==> src/rtl/spi_master_gen.sv <==
// spi_master_gen: parametrised full-duplex SPI master.
//
// A host-side start/done handshake launches one DATA_W-bit transfer. SPI mode
// (cpol/cpha), bit order and target slave are chosen per transfer and latched
// when the transfer is accepted. SCLK is generated from clk, with CLK_DIV clk
// cycles per SCLK half-period.
//
// Ports:
//   clk, rst       system clock (rising edge), synchronous active-high reset
//   start          transfer request, accepted only while idle
//   tx_data        word to transmit, latched at acceptance
//   ss_sel         slave index, latched at acceptance (out of range -> no select)
//   cpol, cpha     SPI mode, latched at acceptance (cpol also sets idle SCLK)
//   lsb_first      1: bit 0 travels first on both mosi and miso
//   busy           high from acceptance until done
//   done           one-cycle pulse at the end of a transfer
//   rx_data        received word, updated together with done
//   sclk, mosi     SPI clock and serial data out
//   miso           SPI serial data in
//   ss_n           one-hot active-low slave selects
module spi_master_gen #(
    parameter int unsigned DATA_W  = 8,
    parameter int unsigned CLK_DIV = 2,
    parameter int unsigned NUM_SS  = 1,
    parameter int unsigned SEL_W   = (NUM_SS > 1) ? $clog2(NUM_SS) : 1
) (
    input  logic              clk,
    input  logic              rst,
    input  logic              start,
    input  logic [DATA_W-1:0] tx_data,
    input  logic [SEL_W-1:0]  ss_sel,
    input  logic              cpol,
    input  logic              cpha,
    input  logic              lsb_first,
    output logic              busy,
    output logic              done,
    output logic [DATA_W-1:0] rx_data,
    output logic              sclk,
    output logic              mosi,
    input  logic              miso,
    output logic [NUM_SS-1:0] ss_n
);

    localparam int unsigned DIV_W  = (CLK_DIV > 1) ? $clog2(CLK_DIV) : 1;
    localparam int unsigned EDGE_W = $clog2(2 * DATA_W + 1);

    typedef enum logic [1:0] {
        IDLE,
        SETUP,
        XFER,
        HOLD
    } state_t;

    state_t              state;
    logic [DIV_W-1:0]    div_cnt;
    logic [EDGE_W-1:0]   edge_cnt;
    logic [DATA_W-1:0]   tx_sh;
    logic [DATA_W-1:0]   rx_sh;
    logic                cpol_q;
    logic                cpha_q;
    logic                lsb_q;

    logic                tick_c;
    logic                leading_c;
    logic                sample_c;
    logic                shift_c;
    logic                tx_bit_c;
    logic [DATA_W-1:0]   rx_next_c;

    // Decode the slave index; an out-of-range index selects nobody.
    function automatic logic [NUM_SS-1:0] decode_ss(input logic [SEL_W-1:0] sel);
        logic [NUM_SS-1:0] r;
        r = '1;
        for (int i = 0; i < NUM_SS; i++) begin
            if (sel == SEL_W'(i)) begin
                r[i] = 1'b0;
            end
        end
        return r;
    endfunction

    // Bit that leaves first for the chosen order.
    function automatic logic first_bit(input logic [DATA_W-1:0] w, input logic lsb);
        return lsb ? w[0] : w[DATA_W-1];
    endfunction

    // Move the next bit into the outgoing position.
    function automatic logic [DATA_W-1:0] advance(input logic [DATA_W-1:0] w, input logic lsb);
        return lsb ? (w >> 1) : (w << 1);
    endfunction

    // Edge timing and per-edge actions. edge_cnt holds k-1 for the edge that
    // the next tick produces, so k is odd (leading) when edge_cnt is even.
    always_comb begin
        tick_c    = (div_cnt == DIV_W'(CLK_DIV - 1));
        leading_c = ~edge_cnt[0];
        sample_c  = 1'b0;
        shift_c   = 1'b0;
        if (cpha_q) begin
            sample_c = ~leading_c;
            shift_c  = leading_c;
        end else begin
            sample_c = leading_c;
            // mosi already carries bit 0, so only trailing edges 2..2*DATA_W-2 advance
            shift_c  = ~leading_c && (edge_cnt <= EDGE_W'(2 * DATA_W - 3));
        end
        tx_bit_c  = first_bit(tx_sh, lsb_q);
        rx_next_c = lsb_q ? {miso, rx_sh[DATA_W-1:1]} : {rx_sh[DATA_W-2:0], miso};
    end

    // Transfer sequencer with registered SPI pins and host handshake.
    always_ff @(posedge clk) begin
        if (rst) begin
            state    <= IDLE;
            div_cnt  <= '0;
            edge_cnt <= '0;
            tx_sh    <= '0;
            rx_sh    <= '0;
            cpol_q   <= 1'b0;
            cpha_q   <= 1'b0;
            lsb_q    <= 1'b0;
            busy     <= 1'b0;
            done     <= 1'b0;
            rx_data  <= '0;
            sclk     <= 1'b0;
            mosi     <= 1'b0;
            ss_n     <= '1;
        end else begin
            done <= 1'b0;
            case (state)
                IDLE: begin
                    sclk     <= cpol;
                    mosi     <= 1'b0;
                    ss_n     <= '1;
                    div_cnt  <= '0;
                    edge_cnt <= '0;
                    if (start) begin
                        cpol_q <= cpol;
                        cpha_q <= cpha;
                        lsb_q  <= lsb_first;
                        busy   <= 1'b1;
                        ss_n   <= decode_ss(ss_sel);
                        rx_sh  <= '0;
                        // CPHA=0 presents bit 0 immediately; CPHA=1 waits for edge 1.
                        if (cpha) begin
                            mosi  <= 1'b0;
                            tx_sh <= tx_data;
                        end else begin
                            mosi  <= first_bit(tx_data, lsb_first);
                            tx_sh <= advance(tx_data, lsb_first);
                        end
                        state <= SETUP;
                    end
                end

                SETUP, XFER: begin
                    div_cnt <= tick_c ? '0 : div_cnt + DIV_W'(1);
                    if (tick_c) begin
                        edge_cnt <= edge_cnt + EDGE_W'(1);
                        sclk     <= ~sclk;
                        if (sample_c) begin
                            rx_sh <= rx_next_c;
                        end
                        if (shift_c) begin
                            mosi  <= tx_bit_c;
                            tx_sh <= advance(tx_sh, lsb_q);
                        end
                        if (state == SETUP) begin
                            state <= XFER;
                        end else if (edge_cnt == EDGE_W'(2 * DATA_W - 1)) begin
                            state <= HOLD;
                        end
                    end
                end

                HOLD: begin
                    // Last bit stays on mosi for one half-period with SCLK at rest.
                    sclk    <= cpol_q;
                    div_cnt <= tick_c ? '0 : div_cnt + DIV_W'(1);
                    if (tick_c) begin
                        ss_n     <= '1;
                        busy     <= 1'b0;
                        done     <= 1'b1;
                        rx_data  <= rx_sh;
                        mosi     <= 1'b0;
                        edge_cnt <= '0;
                        state    <= IDLE;
                    end
                end

                default: begin
                    state <= IDLE;
                end
            endcase
        end
    end

endmodule

==> config.mk <==
export PLATFORM = sky130hd
export DESIGN_NAME = spi_master_gen
export DESIGN_NICKNAME = d
export VERILOG_FILES = /design/src/rtl/spi_master_gen.sv
export SDC_FILE = /design/constraint.sdc
export NUM_CORES = 1
export LEC_CHECK = 0
export ABC_AREA = 0
export ABC_CLOCK_PERIOD_IN_PS = 4510
export CORE_ASPECT_RATIO = 1.1
export CORE_UTILIZATION = 35
export DETAILED_ROUTE_END_ITERATION = 6
export PLACE_DENSITY_LB_ADDON = 0.25
export SLEW_MARGIN = 20
export SYNTH_ARGS = -nofsm -noshare
export SYNTH_HDL_FRONTEND = slang
export SYNTH_SLANG_ARGS = --single-unit
==> constraint.sdc <==
create_clock -name clk -period 4.51 [get_ports clk]
set_input_delay 1.353 -clock clk [delete_from_list [all_inputs] [get_ports clk]]
set_output_delay 1.353 -clock clk [all_outputs]
set_load 0.05 [all_outputs]
# Word level (Yosys, flattened, before mapping)
# Cells that the tools add are included.
[classes] add_sub_neg=2 order_cmp=1 eq_ne=10 mux=42 n_bitwise=3 n_reduce_logical=16
[ops] cell="8-bit two-way mux" count=10
[ops] cell="8-bit one-hot mux with 2 select lines" count=2
[ops] cell="1-bit two-way mux" count=16
[ops] cell="5-bit one-hot mux with 3 select lines" count=1
[ops] cell="4-bit AND reduction" count=3
[ops] cell="2-bit two-way mux" count=5
[ops] cell="5-bit two-way mux" count=2
[ops] cell="2-bit != test (second input constant)" count=5
[ops] cell="2-bit AND reduction" count=4
[ops] cell="1-bit one-hot mux with 2 select lines" count=3
[ops] cell="1-bit one-hot mux with 3 select lines" count=2
[ops] cell="2-bit one-hot mux with 3 select lines" count=1
[ops] cell="3-bit AND reduction" count=2
[ops] cell="5-bit by 1-bit adder with 5-bit output (second input constant)" count=1
[ops] cell="5-bit by 4-bit == test with 1-bit output (second input constant)" count=1
[ops] cell="5-bit by 4-bit <= comparator with 1-bit output (second input constant)" count=1
[ops] cell="2-bit == test (second input constant)" count=2
[ops] cell="2-bit nonzero test" count=2
[ops] cell="2-bit OR reduction" count=2
[ops] cell="3-bit != test (second input constant)" count=1
[ops] cell="1-bit inverter" count=3
[ops] cell="3-bit OR reduction" count=1
[ops] cell="2-bit by 1-bit == test with 1-bit output (second input constant)" count=1
[ops] cell="2-bit logical NOT" count=1
[ops] cell="2 further kinds" count=2
[totals] reg_bits=40 in_bits=16 output_inout_bits=13 wordCells=88

# Depth between registers and ports, before layout
# Gate-level depths: netlist of the first run.
[depth] depth_word=6 depth_mapped=8 depth_no_buf=7

# Least setup slack after synthesis of the first run
# OpenSTA, ideal clock, no wires.
[synth_path] path_type="input to register" startpoint="input port start" endpoint="register rx_sh[6]" setup_ns=0.128 arrival_ns=2.287 required_ns=4.382 slack_ns=2.095 stages=4 n_path_buf=0 path_cell_list="nor2b_1 a2111oi_4 mux2i_1 nor2_1"
[synth_between] elab_chain_len=2
[synth_rtl] element="start, declared" line_no="29" text="input logic start,"
[synth_rtl] element="2-bit != test (no line)"
[synth_rtl] element="4-bit AND reduction (no line)"
[synth_rtl] element="end signal, assigned" line_no="162" text="rx_sh <= rx_next_c;"
[synth_rtl] element="end, declared" line_no="58" text="logic [DATA_W-1:0] rx_sh;"
# Every way passes these cells.
# A chain may end at the register's enable or synchronous reset.

# Final worst setup path of the first run
[layout_path] startpoint="input port start" endpoint="register rx_sh[2]"
# The elaborated chain is that of the path after synthesis.

==> results.json, run 1 <==
{
  "outcome": "completed",
  "io_buffers": 28,
  "synth_fp_nets": 275,
  "path_class": "input pin to register",
  "initial_utilization_pct": 36.4,
  "yosysSeqAreaShare_pct": 37.9,
  "track_usage_pct": 15.7,
  "die_h_microns": 83.5,
  "cts_buffers": 5,
  "rsz0062_at_grt": "false",
  "detailed_place_hpwl_microns": 3280,
  "wl_met1_microns": 2420,
  "holdPathEnd": "rx_data[6]$_SDFFE_PP0P_",
  "tightest_slew_ns": 0.947,
  "antenna_found_initial": 0,
  "synth-async-reset-ratio_pct": 0,
  "rows": 29,
  "hp-class": "register to register",
  "cts_resized": 0,
  "r2r_setup_slack_ns": 1.89,
  "clkSinkCount": 40,
  "ir_worst_vdd_uv": 190,
  "setup_viol": 0,
  "syn_inst": 253,
  "yosysMostFrequentCell": "nand2_1",
  "antenna_left": 0,
  "grt_pass1_wl_microns": 8090,
  "power_leakage_nw": 0.897,
  "drt_wl_total_microns": 4760,
  "synth_ff_type": "dfxtp_1",
  "insertion_delay_ns": 0.29,
  "wl_met2_microns": 2100,
  "drc_errors": 0,
  "p_per_area_nw_per_um2": 534,
  "post_dp_cell_area_sq_um": 2430,
  "area_growth_pct": 18.8,
  "grt_pass1_vias": 1692,
  "grt_max_degree": 24,
  "ys_seq_elements": 40,
  "cp-start-kind": "input pin",
  "finClkSkew_ns": 0.00518,
  "yosys.area.top_type": "dfxtp_1",
  "dr.pass1.iters": 4,
  "final_area_sq_um": 2510,
  "yosys-top-cells-area": "dfxtp_1 38%, mux2i_1 14%, nand2_1 7.3%",
  "r2r-end": "tx_sh[6]$_SDFFE_PP0P_",
  "wl_per_cell_microns": 13.6,
  "synth_cell_type_count": 40,
  "htreeDepth": 2,
  "drt-vias-per-instance": 5.20,
  "synth_edf_count": 0,
  "grt_overflow_total": 0,
  "drt_iter0_markers": 120,
  "synth_common_cells": "41 x nand2_1, 40 x dfxtp_1, 30 x mux2i_1",
  "diodes": 0,
  "min_from": "rx_data[6]$_SDFFE_PP0P_",
  "finalCriticalPeriod_ns": 2.99,
  "place.gp.congestion": 0.740,
  "clock-root-buffer": "clkbuf_8",
  "worstReg2RegStart": "state[0]$_SDFFE_PP0P_",
  "met3_length_microns": 183,
  "cts_hold_buf": 0,
  "drive_gt1_share_pct": 4.03,
  "fillers": 622,
  "hold_viol": 0,
  "drv_cap": 0,
  "required_ns": 4.66,
  "r2r_cells": 6,
  "highest_layer": "met4",
  "cp.arrival_ns": 3.14,
  "synth_top_area_share_pct": 37.9,
  "holdPathStages": 2,
  "syn_avg_cell_area_sq_um": 8.35,
  "core-area_sq_um": 5810,
  "maxSlewViolCount": 0,
  "max_freq_mhz": 334,
  "tns_ns": 0,
  "nets": 295,
  "dieArea_sq_um": 6350,
  "cp-end-kind": "register",
  "dp.cells": 343,
  "die_w_microns": 76.1,
  "path_clk_slew_ns": 0.07,
  "vias": 1821,
  "fin_crit_sh_pct": 66.4,
  "cp_max_fo": 8,
  "crit_start": "start",
  "cts_tree": "yes",
  "relSlewSlack_pct": 36.8,
  "synth_area_sq_um": 2110,
  "clockBufferDepth": 2,
  "ioPinCount": 29,
  "ys_warn_count": 0,
  "cts_setup_buffers": 0,
  "layout.cells.non_filler": 350
}
==> kinds of logic (layout without fill, tap and decap cells) <==
kind of cell | Yosys count | after routing | share of synthesized area (%)
buf+inv | 23 | 43 | 4.26
xor+xnor | 1 | 1 | 0.415
compound gates | 57 | 57 | 18.5
flops | 40 | 40 | 37.9
mux | 31 | 31 | 14.7
simple gates | 95 | 95 | 20.6
fa+ha+maj | 6 | 6 | 3.55
==> worst max path at each step <==
stage,slack [ns],to
floorplan,2.10,rx_sh[6]$_SDFFE_PP0P_
global placement,1.24,rx_sh[6]$_SDFFE_PP0P_
detailed placement,1.19,rx_sh[2]$_SDFFE_PP0P_
CTS,1.50,rx_sh[2]$_SDFFE_PP0P_
global route,1.38,rx_sh[6]$_SDFFE_PP0P_
finish,1.52,rx_sh[2]$_SDFFE_PP0P_
==> stage by stage <==
step / hold WS (ns) / total power [mW] / utilization, % / worst slack [ns]
after floorplan: 0.436 / 0.975 / - / 2.10
after global placement: 0.449 / 1.12 / 41.9 / 1.24
after detailed placement: 0.449 / 1.12 / 41.9 / 1.19
after CTS: 0.460 / 1.35 / 43.3 / 1.50
after global routing: 0.473 / 1.44 / 43.3 / 1.38
final: 0.457 / 1.34 / 43.3 / 1.52
==> power by group <==
| part | internal (mW) | total (mW) | switching (mW) |
|---|---|---|---|
| combinational | 0.246 | 0.620 | 0.374 |
| clock | 0.105 | 0.225 | 0.120 |
| sequential | 0.421 | 0.495 | 0.0746 |
| total | 0.772 | 1.34 | 0.568 |
==> placed cells by master, fill, tap and decap left out, types with 2 or more instances in the layout <==
cell             instances
nor3_1                   3
a32o_1                   6
nand3_1                  3
inv_1                    6
nand4_1                  2
nor2_1                  26
clkbuf_8                 5
a21oi_1                 25
dfxtp_1                 40
or3_1                    2
nand2b_1                 4
ha_1                     6
clkdlybuf4s50_1         28
o211ai_1                 9
nor3b_1                  2
nand2_1                 41
a311oi_1                 2
mux2i_1                 30
o21ai_0                  8
nor2b_1                  3
==> registers in the layout (all words and copies together), names as in the netlist <==
signal,count
lsb_q,1
cpol_q,1
ss_n,1
rx_data,8
busy,1
edge_cnt,5
cpha_q,1
div_cnt,1
mosi,1
done,1
sclk,1
tx_sh,8
rx_sh,8
state,2
==> critical path, cell delays in order <==
cell and delay (ns):
clkdlybuf4s50_1 0.64, nor2b_1 0.15, a2111oi_4 0.68, mux2i_1 0.26
nor2_1 0.05
==> area by class of cell <==
cell class	instances	area, sq um	area share, %
multi-input cells	190	1220	48.7
inverters	7	26.3	1.05
flip-flops and latches	40	801	31.9
repair buffers	29	288	11.5
clock inverters	1	5.00	0.199
well taps	77	96.3	3.84
clock buffers	6	72.6	2.89
==> per-layer routing <==
layer,vias to the layer above,global-route usage (%)
li1,932,-
met4,0,5.24
met2,30,25.1
met3,5,3.39
met5,-,0
met1,854,20.9
No activity file was read; power rests on OpenSTA's default activity.
==> run 2: changes to the inputs <==
Settings changed: ABC_CLOCK_PERIOD_IN_PS 4510 to 2700.
Clock period 4.51 ns to 2.7 ns, I/O delays scaled along.
==> run 2 against run 1 <==
Flip-flop and latch count unchanged. Cell area rose by 4.5%. Cell count is 3.1% higher. Clock skew increased by 0.0047 ns. Die area unchanged. Hold slack improved by 0.0016 ns. Combinational power up 81%. Utilization rose by 1.9 points. Non-clock buffer count rose by 10. Worst setup slack got worse by 1.1 ns. Critical path depth down 4. Largest power group unchanged.
==> results.json, run 2 (synthesis results as in run 1) <==
{
  "worstReg2RegStart": "state[0]$_SDFFE_PP0P_",
  "wl_per_cell_microns": 13.1,
  "path_class": "register to output port",
  "grt_overflow_total": 0,
  "core-area_sq_um": 5810,
  "cts_resized": 0,
  "power_leakage_nw": 0.960,
  "io_buffers": 28,
  "htreeDepth": 2,
  "rows": 29,
  "dr.pass1.iters": 4,
  "drv_cap": 0,
  "path_clk_slew_ns": 0.09,
  "die_w_microns": 76.1,
  "critical-path-slowest-cell": "clkdlybuf4s50_1",
  "area_growth_pct": 24.2,
  "antenna_found_initial": 0,
  "r2r_setup_slack_ns": 0.69,
  "place.gp.congestion": 0.788,
  "clockBufferDepth": 2,
  "clkSinkCount": 40,
  "outcome": "completed",
  "post_dp_cell_area_sq_um": 2510,
  "cts_setup_buffers": 0,
  "cts_tree": "yes",
  "finalCriticalPeriod_ns": 2.28,
  "detailed_place_hpwl_microns": 3460,
  "fin_crit_sh_pct": 84.3,
  "die_h_microns": 83.5,
  "tns_ns": 0,
  "final_area_sq_um": 2620,
  "cp_top_family": "buffers and inverters",
  "cts_buffers": 5,
  "holdWs_ns": 0.459,
  "grt_max_degree": 19,
  "cp_cell_sequence": "clkdlybuf4s50_1",
  "grt_pass1_vias": 1769,
  "cts_hold_buf": 0,
  "antenna_left": 0,
  "max_freq_mhz": 439,
  "cp-end-kind": "output port",
  "hp-class": "register to register",
  "cp_num_buf_inv": 1,
  "top_regs": "rx_data: 8 flops, rx_sh: 8 flops, tx_sh: 8 flops",
  "setup_viol": 0,
  "cp-start-kind": "register",
  "track_usage_pct": 15.7,
  "finClkSkew_ns": 0.00986,
  "min_from": "rx_data[4]$_SDFFE_PP0P_",
  "hold_viol": 0,
  "layout_common_cells": "41 x nand2_1, 40 x dfxtp_1, 30 x mux2i_1",
  "cp.depth": 1,
  "holdPathEnd": "rx_data[4]$_SDFFE_PP0P_",
  "nets": 305,
  "grt_pass1_wl_microns": 8070,
  "initial_utilization_pct": 36.4,
  "cp_max_fo": 3,
  "cp.arrival_ns": 1.47,
  "ioPinCount": 29,
  "drt_iter0_markers": 109,
  "drt-vias-per-instance": 5.14,
  "tightest_slew_ns": 0.508,
  "p_per_area_nw_per_um2": 929,
  "r2r-end": "tx_sh[2]$_SDFFE_PP0P_",
  "relSlewSlack_pct": 66.1,
  "ir_worst_vdd_uv": 383,
  "required_ns": 1.89,
  "vias": 1857,
  "insertion_delay_ns": 0.30,
  "diodes": 0,
  "drive_gt1_share_pct": 8.10,
  "clock-root-buffer": "clkbuf_8",
  "mostFrequentLayoutCell": "nand2_1",
  "maxSlewViolCount": 0,
  "drc_errors": 0,
  "slowest_delay_ns": 0.81,
  "rsz0062_at_grt": "false",
  "drt_wl_total_microns": 4740,
  "r2r_cells": 6,
  "dieArea_sq_um": 6350,
  "holdPathStages": 2
}
-- run 2: worst max-delay path by stage --
stage               slack, ns               endpoint             startpoint
global route             0.37                   sclk      sclk$_SDFFE_PP0N_
global placement         0.25  tx_sh[4]$_SDFFE_PP0P_                  start
detailed placement       0.24  tx_sh[2]$_SDFFE_PP0P_                  start
CTS                      0.41                   busy      busy$_SDFFE_PP0P_
finish                   0.42                   busy      busy$_SDFFE_PP0P_
floorplan                0.70  rx_sh[6]$_SDFFE_PP0P_  state[0]$_SDFFE_PP0P_
-- run 2: metrics by stage --
stage / utilization [%] / cells / setup slack [ns] / power [mW]
after floorplan: - / 253 / 0.702 / 1.63
after global placement: 43.2 / 353 / 0.246 / 1.94
after detailed placement: 43.2 / 353 / 0.241 / 1.95
after CTS: 45.2 / 361 / 0.411 / 2.46
after global routing: 45.2 / 361 / 0.368 / 2.61
final: 45.2 / 361 / 0.425 / 2.44
-- run 2: per-layer routing --
layer	routed length [microns]	part of all wire, %	track usage (%)	vias to the layer above
li1	-	-	-	960
met1	2300	48	20.1	851
met2	2210	47	26.4	41
met3	189	4.0	3.17	5
met4	49	1.0	4.90	0
met5	0	0	0	-
-- run 2: final cells by class --
type | instances | area, sq um
inverter | 7 | 26.3
clock inverter | 3 | 46.3
sequential | 40 | 801
fill | 602 | 3180
multi-input combinational | 190 | 1220
clock buffer | 5 | 68.8
tap | 77 | 96.3
timing repair buffer | 39 | 363
-- run 2: report_power, final --
part           internal [mW]  switching, mW  leakage (nW)
registers              0.702          0.104         0.325
logic                  0.469          0.655         0.580
clock network          0.278          0.228        0.0548
total                   1.45          0.987         0.960
